==> src/rtl/fifo_word_packer_if.sv <==
// rtl/fifo_word_packer_if.sv - packed-word valid/ready stream between the packer and its consumer.
// m_parity exists only when FIFO_PACK_PARITY_EN is defined.
interface fifo_word_packer_if #(
   parameter int WIDTH = 8,
   parameter int LANES = 4
);
   logic                   m_valid;
   logic                   m_ready;
   logic [WIDTH*LANES-1:0] m_data;
   logic [LANES-1:0]       m_keep;
`ifdef FIFO_PACK_PARITY_EN
   logic [LANES-1:0]       m_parity;
`endif

   modport master (
      input  m_ready,
      output m_valid,
      output m_data,
      output m_keep
`ifdef FIFO_PACK_PARITY_EN
      ,
      output m_parity
`endif
   );

   modport slave (
      output m_ready,
      input  m_valid,
      input  m_data,
      input  m_keep
`ifdef FIFO_PACK_PARITY_EN
      ,
      input  m_parity
`endif
   );
endinterface

==> src/rtl/fifo_word_packer.sv <==
// rtl/fifo_word_packer.sv - drains a byte FIFO, packs LANES entries per word, mirrors FIFO occupancy.
// Optional per-lane parity output enabled by FIFO_PACK_PARITY_EN.
module fifo_word_packer #(
   parameter int WIDTH = 8,
   parameter int DEPTH = 256,
   parameter int LANES = 4,
   parameter int CNT_W = 9
) (
   input  logic                 clk,
   input  logic                 reset_n,
   input  logic                 push_mon,
   input  logic [WIDTH-1:0]     fifo_dout,
   output logic                 pop,
   input  logic                 flush,
   fifo_word_packer_if.master   m,
   output logic [CNT_W-1:0]     occupancy,
   output logic                 overflow
);
   localparam int                IDX_W = $clog2(LANES + 1);
   localparam logic [CNT_W-1:0]  FULL  = CNT_W'(DEPTH);
   localparam logic [IDX_W-1:0]  LAST  = IDX_W'(LANES - 1);
   localparam logic [IDX_W-1:0]  NLANE = IDX_W'(LANES);

   typedef enum logic {FILL, HOLD} state_t;

   state_t                 state;
   logic [IDX_W-1:0]       idx;
   logic                   valid_q;
   logic [WIDTH*LANES-1:0] data_q;
   logic [LANES-1:0]       keep_q;
`ifdef FIFO_PACK_PARITY_EN
   logic [LANES-1:0]       parity_q;
`endif

   assign pop = (state == FILL) && (occupancy != '0) && (idx < NLANE);

   // A push into a full FIFO is dropped by the FIFO, so the mirror holds and flags it.
   always_ff @(posedge clk or negedge reset_n) begin
      if (!reset_n) begin
         occupancy <= '0;
         overflow  <= 1'b0;
      end else if (push_mon && !pop) begin
         if (occupancy == FULL)
            overflow <= 1'b1;
         else
            occupancy <= occupancy + 1'b1;
      end else if (!push_mon && pop) begin
         occupancy <= occupancy - 1'b1;
      end
   end

   always_ff @(posedge clk or negedge reset_n) begin
      if (!reset_n) begin
         state   <= FILL;
         idx     <= '0;
         valid_q <= 1'b0;
         data_q  <= '0;
         keep_q  <= '0;
`ifdef FIFO_PACK_PARITY_EN
         parity_q <= '0;
`endif
      end else begin
         case (state)
            FILL: begin
               if (pop) begin
                  for (int i = 0; i < LANES; i++) begin
                     if (idx == IDX_W'(i)) begin
                        data_q[i*WIDTH +: WIDTH] <= fifo_dout;
                        keep_q[i]                <= 1'b1;
`ifdef FIFO_PACK_PARITY_EN
                        parity_q[i]              <= ^fifo_dout;
`endif
                     end
                  end
                  idx <= idx + 1'b1;
                  if (idx == LAST) begin
                     state   <= HOLD;
                     valid_q <= 1'b1;
                  end
               end else if (flush && (occupancy == '0) && (idx != '0)) begin
                  // Unfilled lanes are still zero from the previous clear.
                  state   <= HOLD;
                  valid_q <= 1'b1;
               end
            end
            HOLD: begin
               if (m.m_ready) begin
                  state   <= FILL;
                  valid_q <= 1'b0;
                  idx     <= '0;
                  data_q  <= '0;
                  keep_q  <= '0;
`ifdef FIFO_PACK_PARITY_EN
                  parity_q <= '0;
`endif
               end
            end
            default: state <= FILL;
         endcase
      end
   end

   assign m.m_valid = valid_q;
   assign m.m_data  = data_q;
   assign m.m_keep  = keep_q;
`ifdef FIFO_PACK_PARITY_EN
   assign m.m_parity = parity_q;
`endif
endmodule

==> src/flat_wrapper.sv <==
// flat-port wrapper written by rule: the top's interface ports become plain ports
module fifo_word_packer_flat 
#(
   parameter int WIDTH = 8,
   parameter int DEPTH = 256,
   parameter int LANES = 4,
   parameter int CNT_W = 9
)
  (clk, reset_n, push_mon, fifo_dout, pop, flush, occupancy, overflow, m_m_ready, m_m_valid, m_m_data, m_m_keep);
  fifo_word_packer_if #(.WIDTH(WIDTH), .LANES(LANES)) m_i ();
  input  logic clk;
  input  logic reset_n;
  input  logic push_mon;
  input  logic [WIDTH-1:0] fifo_dout;
  output logic pop;
  input  logic flush;
  output logic [CNT_W-1:0] occupancy;
  output logic overflow;
  input wire logic [$bits(m_i.m_ready)-1:0] m_m_ready;
  output wire logic [$bits(m_i.m_valid)-1:0] m_m_valid;
  output wire logic [$bits(m_i.m_data)-1:0] m_m_data;
  output wire logic [$bits(m_i.m_keep)-1:0] m_m_keep;
  assign m_i.m_ready = m_m_ready;
  assign m_m_valid = m_i.m_valid;
  assign m_m_data = m_i.m_data;
  assign m_m_keep = m_i.m_keep;
  fifo_word_packer #(.WIDTH(WIDTH), .DEPTH(DEPTH), .LANES(LANES), .CNT_W(CNT_W)) u_core (.clk(clk), .reset_n(reset_n), .push_mon(push_mon), .fifo_dout(fifo_dout), .pop(pop), .flush(flush), .m(m_i), .occupancy(occupancy), .overflow(overflow));
endmodule
==> config.mk <==
export PLATFORM = sky130hd
export DESIGN_NAME = fifo_word_packer_flat
export DESIGN_NICKNAME = d
export VERILOG_FILES = /design/src/rtl/fifo_word_packer_if.sv /design/src/rtl/fifo_word_packer.sv /design/src/flat_wrapper.sv
export SDC_FILE = /design/constraint.sdc
export NUM_CORES = 1
export LEC_CHECK = 0
export BUFFER_PORTS_ARGS = -buffer_cell sky130_fd_sc_hd__buf_2
export CORE_ASPECT_RATIO = 0.75
export CORE_MARGIN = 10
export CORE_UTILIZATION = 25
export DETAILED_ROUTE_END_ITERATION = 16
export PLACE_DENSITY = 0.53
export SETUP_SLACK_MARGIN = 0.4
export SLEW_MARGIN = 10
export SYNTH_ARGS = -nofsm -noshare
export SYNTH_HDL_FRONTEND = slang
export SYNTH_SLANG_ARGS = --single-unit
==> constraint.sdc <==
create_clock -name clk -period 3.5 [get_ports clk]
set_input_delay 0.35 -clock clk [delete_from_list [all_inputs] [get_ports clk]]
set_output_delay 0.35 -clock clk [all_outputs]
set_load 0.01 [all_outputs]
# == Yosys cells after proc, flatten, opt, wreduce, memory -nomap -nowiden ==
# Cells that the tools add are included.
# word_totals
out_inout_bits,48
word_cells,81
ff_bits,51
input_bits,13
# classes
n_eq_ne,13
n_mux,29
bitwise_logic,1
n_reduce_logical,21
n_addsub,3
order_cmp,1
# op_table
operator,n
$mux W32,2
$pmux W32 S2,1
$mux W8,4
$mux W9,3
$reduce_and A3 Y1,5
$ne A2 B2 Y1 const B,6
$mux W1,11
$add A9 B1 Y9 const B,1
$eq A9 B9 Y1 const B,1
$logic_not A9 Y1,1
$reduce_bool A9 Y1,1
$sub A9 B1 Y9 const B,1
$mux W4,2
$pmux W4 S2,1
$eq A3 B2 Y1 const B,2
$logic_and A1 B1 Y1,6
$mux W3,2
$pmux W3 S2,1
$reduce_and A2 Y1,3
$pmux W1 S2,2
$add A3 B1 Y3 const B,1
$eq A3 B1 Y1 const B,1
$logic_not A3 Y1,1
$lt A3 B3 Y1 const B,1
other kinds (7),8

# == Longest topological paths before layout ==
# Gate-level depths: netlist of run 1.
# depth
word_depth,7
depth_mapped,12
depth_no_buf,9

# == Worst setup path after synthesis of run 1 ==
# OpenSTA, ideal clock, no wires.
# synth_timing
kind,register to register
start,reg u_core.occupancy[5]
end,reg u_core.occupancy[8]
slack_ps,79
arrival_time_ps,3295
required_time_ps,3374
n_path_buf,2
period_less_slack_ps,3421
setup_time_ps,126
path_stages_with_launch,12
path_cell_list,dfrtp_1 -> or4_1 -> o31a_1 -> buf_6 -> buf_2 -> nand2b_1 -> ha_1 -> a21oi_1 -> a211o_1 -> and2_1 -> a32o_1 -> a221o_1
# synth_between
elab_chain_cells,7
word_cells_on_any_way,15
classes_between,add/sub (2); eq/ne (2); mux (3); reduce/logical (8)
# synth_lines
item,line_no,text
start: declaration,fifo_word_packer.sv:16,"output logic [CNT_W-1:0] occupancy,"
start signal: assignment,fifo_word_packer.sv:46,occupancy <= occupancy + 1'b1;
start signal: assignment,fifo_word_packer.sv:48,occupancy <= occupancy - 1'b1;
$reduce_bool A9 Y1 *,fifo_word_packer.sv:35,assign pop = (state == FILL) && (occupancy != '0) && (idx < NLANE);
$logic_and A1 B1 Y1 * (2 in a row),fifo_word_packer.sv:35,
named net pop,flat_wrapper.sv:15,output logic pop;
$logic_not A1 Y1,fifo_word_packer.sv:42,end else if (push_mon && !pop) begin
$logic_and A1 B1 Y1,fifo_word_packer.sv:42,
$ne A2 B2 Y1 (no source line) / $reduce_bool A2 Y1 (equally long branches),--,
$reduce_and A2 Y1 (no source line),--,
# The timed path passes the listed nets; every way through them passes the cells marked *. The select of a mux whose other input is x is not followed.
# A chain may end at the register's enable or synchronous reset.

# == Worst setup path after layout of run 1 ==
# layout_timing
start,reg u_core.occupancy[0]
end,reg u_core.occupancy[8]
# layout_between
elab_chain_cells,7
word_cells_on_any_way,15
classes_between,add/sub (2); eq/ne (2); mux (3); reduce/logical (8)
# layout_lines
item
branches (longest 7 deep; another with $sub A9 B1 Y9)
# Parallel ways; which one is timed is not known. The select of a mux whose other input is x is not followed.

==> impl_metrics.toml, run 1 <==
[routing]
drt-total-wl_um = 7316
first_pass_iters = 4
drtIter0Drc = 166
antenna_left = 0
wl_per_cell_um = 15.84
drc = 0
num_vias = 2178
vias_per_cell = 4.714

[clocking]
cts_sinks = 51
cts.path.max_buffers = 2
cts_tree = "yes"
clk_pin_slew_ns = 0.07
cts_buffers = 5
cts_root_buf = "clkbuf_16"
clock_latency_ns = 0.29
h-tree-depth = 2

[synthesis]
synth_edf_count = 0
synth_top_cell_by_area = "dfrtp_1"
synth_top_area_frac = 0.4645
ys.flop_type = "dfrtp_1"
async_reset_ff_frac = 1.000
synthCells = 261
synth_most_common_cell = "dfrtp_1"
ys_types = 43
synth_area_leaders = "dfrtp_1 (46%), mux2i_1 (10%), o22ai_1 (6.8%), nand2_1 (5.9%), ha_1 (5.5%)"
yosys-top-cells-count = "dfrtp_1 (51), nand2_1 (43), o22ai_1 (30)"
ys_seq_elements = 51
syn-mean-instance-area_um2 = 10.53
synth_nets = 287
synth_area_um2 = 2748
ys.warnings.count = 0
ys_seq_area_frac = 0.4645

[worst_setup_path]
crit_arrival_ns = 3.22
cp_max_fo = 8
path_class = "reg -> reg"
cp-end-kind = "flop"
critPathRequiredTime_ns = 3.67
start_kind = "flop"

[final_layout]
final_cell_count_no_fill = 462
diodes = 0
area_growth_pct = 25.41
nNetsFinal = 347
drive_gt1_frac = 0.3199
fin_area_um2 = 3446
final_core_util = 0.3185

[sta]
finalSetupTns_ns = 0
max_slew_margin = 0.5293
worst_pin_slew_ns = 0.7061
clock_skew_ns = 0.008416
period_needed_ns = 3.045
setup_violations = 0
setup_slack_ns = 0.4547
hold_ws_ns = 0.1065
final_max_slew_viol_count = 0
max_freq_mhz = 328.4
layout_worst_path_cycle_share = 0.8701
rsz0062_at_grt = "true"
finalHoldViolations = 0

[floorplanning]
coreArea_um2 = 10820
start_util = 0.2540
die_h_um = 110.8
fp.dieW_um = 141.1
pin_count = 61
row_count = 33
dieArea_um2 = 15630

[placed_design]
place.gp.congestion = 0.8124
dpl_cell_area_um2 = 3238
place_ws_ns = 0.4807
place_inst = 450
port_buffers = 60
hpwl_um = 5244

[global_routing]
overflow = 0
grt_pass1_vias = 2169
track_usage = 0.09185
grt_max_degree = 37
grt_pass1_wl_um = 11900
grt_antenna_before_repair = 0

[flow_run]
cap_violations = 0

[power_and_ir_drop]
ir_drop_uv = 238.9
report.power.total_mw = 3.657
power.leakage_nw = 1.770
power_density_nw_per_um2 = 1061

[min_path]
hold_class = "in -> async"

[status]
outcome = "completed"
==> timing repair <==
| action | in CTS | in global routing |
|---|---|---|
| setup buffers | 0 | 4 |
| endpoints found under the setup margin | 0 | 1 |
| resized for setup | 0 | 6 |
| hold buffers | 0 | 0 |
==> routing by layer <==
metal	GRT usage	wire, um
met5	0	0
met4	0.02060	29
met3	0.03039	446
met2	0.1348	3338
met1	0.1264	3502
==> kinds of logic (layout without fill, tap and decap cells) <==
| logic type | Yosys count | in the layout | synth area share |
|---|---|---|---|
| compound gates | 65 | 65 | 0.1557 |
| simple gates | 62 | 62 | 0.09973 |
| fa+ha+maj | 13 | 13 | 0.06193 |
| xor+xnor | 8 | 8 | 0.02550 |
| flops | 51 | 51 | 0.4645 |
| buf+inv | 26 | 87 | 0.04417 |
| mux | 36 | 36 | 0.1485 |
==> final cells by class <==
type                    count  area, um2
well taps                 140      175.2
inverters                  12      45.04
flip-flops and latches     51       1282
fillers                  1131       7372
multi-input cells         184       1435
repair buffers             67      352.8
clock buffers               6      138.9
clock inverters             2      16.27
==> worst max-delay path, stage by stage (launching register included) <==
cell and delay, ns:
dfrtp_2 0.43, or4_4 0.57, o31a_1 0.31, nand2b_4 0.23, ha_4 0.32, nand3_2 0.08
a211o_1 0.31, and2_4 0.14, a32o_1 0.25, a221o_1 0.29
==> worst paths after layout <==
path | from | end | slack, ns | cells after the start
setup / recovery | u_core.occupancy[0] | u_core.occupancy[8] | 0.45 | 9
hold / removal | reset_n | u_core.m.m_data[13] | 0.11 | 1
setup reg to reg | u_core.occupancy[0] | u_core.occupancy[8] | 0.45 | 9
hold reg to reg | u_core.m.m_keep[0] | u_core.m.m_keep[0] | 0.47 | 2
max in group asynchronous | reset_n | u_core.m.m_data[18] | 2.63 | 2
min in group clk | fifo_dout[7] | u_core.m.m_data[23] | 0.37 | 3
==> cells in the final DEF, fill, tap and decap left out, types with 6 or more instances in the layout <==
cell type,instances
buf_2,60
xnor2_1,6
mux2i_1,28
mux2_4,7
buf_4,7
o21ai_1,6
o21ai_0,6
o22ai_1,30
dfrtp_1,46
ha_1,7
inv_1,12
nand2_1,43
==> sequential cells by signal, summed over array words and instances (netlist names) <==
| signal | flops |
|---|---|
| u_core.idx | 3 |
| u_core.m.m_data | 32 |
| u_core.m.m_keep | 4 |
| u_core.m.m_valid | 1 |
| u_core.occupancy | 9 |
| u_core.overflow | 1 |
| u_core.state | 1 |
==> power breakdown <==
| group | internal [mW] | switching, mW | total, mW |
|---|---|---|---|
| registers | 0.866 | 0.236 | 1.10 |
| clock network | 0.286 | 0.222 | 0.508 |
| logic | 1.01 | 1.03 | 2.05 |
| total | 2.17 | 1.49 | 3.66 |
Note: power is estimated with default switching activity, not from simulation.
==> run 2, diff against run 1 <==
--- a/config.mk
+++ b/config.mk
@@ -11,6 +11,7 @@
 export CORE_UTILIZATION = 25
 export DETAILED_ROUTE_END_ITERATION = 16
 export PLACE_DENSITY = 0.53
+export RECOVER_POWER = 50
 export SETUP_SLACK_MARGIN = 0.4
 export SLEW_MARGIN = 10
 export SYNTH_ARGS = -nofsm -noshare
==> run 2 against run 1 <==
Net effect:
- the run now ends with max-capacitance violations, max-slew violations left
- non-clock buffer count unchanged
- clock skew decreased by 0.00072 ns
- via count is 0.18% lower
- power down 0.71%
- utilization down 0.32 points
- cell area decreased by 1.0%
- wire length is essentially flat
- first-iteration DRC count is 23% lower
- sequential share of layout area increased by 0.38 points
- global-route usage stayed put
- clock power hardly changed
- highest routed layer unchanged
==> impl_metrics.toml, run 2 (same netlist as run 1, synthesis figures left out) <==
[status]
outcome = "finished with violations"
violations = "max-capacitance violations, max-slew violations"

[flow_run]
cap_violations = 1

[final_layout]
layout_common_cells = "dfrtp_1 (46), nand2_1 (43), buf_2 (35), o22ai_1 (30), mux2i_1 (28)"
diodes = 0
fill_cells = 1146
nNetsFinal = 347
final_common_cell = "dfrtp_1"
area_growth_pct = 24.13
largest_reg_flops = 32
multi_input_area_um2 = 1435
drive_gt1_frac = 0.2391
ff_latch_area_um2 = 1282
final_cell_count_no_fill = 462

[clocking]
cts_tree = "yes"
cts_sinks = 51
clk_pin_slew_ns = 0.07
clock_latency_ns = 0.29
cts_root_buf = "clkbuf_16"
hold_buffers = 0
cts_buffers = 5
cts.path.max_buffers = 2
h-tree-depth = 2

[floorplanning]
fp.dieW_um = 141.1
coreArea_um2 = 10820
die_h_um = 110.8
row_count = 33
pin_count = 61
dieArea_um2 = 15630
start_util = 0.2540

[worst_setup_path]
crit_arrival_ns = 3.22
slowest_delay_ns = 0.57
start_kind = "flop"
cp_max_fo = 8
critPathRequiredTime_ns = 3.67
crit_path_cell_trace = "or4_4 > o31a_1 > nand2b_4 > ha_4 > nand3_2 > a211o_1 > and2_4 > a32o_1 > a221o_1"
slowest_stage = "or4_4"
cp-end-kind = "flop"
r2r_slack_ns = 0.45
path_class = "reg -> reg"

[global_routing]
overflow = 0
grt_max_degree = 37
grt_pass1_wl_um = 11900
grt_antenna_before_repair = 0
track_usage = 0.09185
grt_pass1_vias = 2169

[sta]
max_freq_mhz = 328.3
rsz0062_at_grt = "true"
period_needed_ns = 3.046
setup_violations = 0
finalSetupTns_ns = 0
final_max_slew_viol_count = 31
setup_slack_ns = 0.4539
clock_skew_ns = 0.007698
layout_worst_path_cycle_share = 0.8703
worst_pin_slew_ns = 1.700
finalHoldViolations = 0
max_slew_margin = -0.1333

[placed_design]
place_ws_ns = 0.4807
place_inst = 450
port_buffers = 60
hpwl_um = 5244
place.gp.congestion = 0.8124

[routing]
drt-total-wl_um = 7320
wl_per_cell_um = 15.84
vias_per_cell = 4.706
num_vias = 2174
drtIter0Drc = 127
drc = 0
first_pass_iters = 4
antenna_left = 0

[power_and_ir_drop]
power.leakage_nw = 1.703
power_density_nw_per_um2 = 1065
ir_drop_uv = 232.7

[min_path]
hold_class = "in -> reg"
==> run 2: cell count changes in the layout (fill, tap and decap cells not counted), sizes merged <==
cell    delta
clkbuf    +26
buf       -26
==> run 2: metrics by stage <==
stage	hold WS [ns]	util	cell area [um2]	total power [mW]
final	0.3715	0.3153	3411	3.631
after global routing	0.3778	0.3153	3411	3.970
after CTS	0.1381	0.3137	3393	3.623
after detailed placement	0.4543	0.2993	3238	3.095
after global placement	0.4566	0.2993	3238	3.057
after floorplan	0.05441	-	2823	2.544
==> run 2: where the power goes <==
part           total [mW]  switching, mW  internal (mW)
Combinational        2.02           1.03          0.982
Clock               0.510          0.223          0.286
Sequential           1.11          0.239          0.866
Total                3.63           1.50           2.13
==> run 2: critical path: cells and delay by family (launching register included) <==
family | cells | cell delay (ns)
flops | 1 | 0.43
compound gates | 4 | 1.16
fa+ha+maj | 1 | 0.32
simple gates | 4 | 1.02
==> run 2: path summary, 6_finish.rpt <==
path | startpoint | endpoint | depth (start not counted)
worst max-delay path | u_core.occupancy[0] | u_core.occupancy[8] | 9
worst min-delay path | fifo_dout[7] | u_core.m.m_data[23] | 3
worst max register to register | u_core.occupancy[0] | u_core.occupancy[8] | 9
worst min register to register | u_core.m.m_keep[0] | u_core.m.m_keep[0] | 2
max in group asynchronous | reset_n | u_core.m.m_data[18] | 2
min in group asynchronous | reset_n | u_core.m.m_data[13] | 1
==> run 2: area by class of cell <==
class	instances	area share
inverter	12	0.01321
clock buffer	6	0.04072
multi-input combinational	184	0.4208
timing repair buffer	67	0.09318
sequential	51	0.3760
tap	140	0.05136
clock inverter	2	0.004769
==> run 2: timing repair <==
| item | in CTS | in global routing |
|---|---|---|
| buffers inserted | 0 | 4 |
| setup endpoints to repair | 0 | 1 |
| resized for setup | 0 | 6 |
==> run 2: per-layer routing <==
layer | routed length (um) | track usage | up-vias | part of all wire
li1 | - | - | 1057 | -
met1 | 3550 | 0.1264 | 1074 | 0.48
met2 | 3333 | 0.1348 | 41 | 0.46
met3 | 406 | 0.03039 | 2 | 0.055
met4 | 29 | 0.02060 | 0 | 0.0040
met5 | 0 | 0 | - | 0
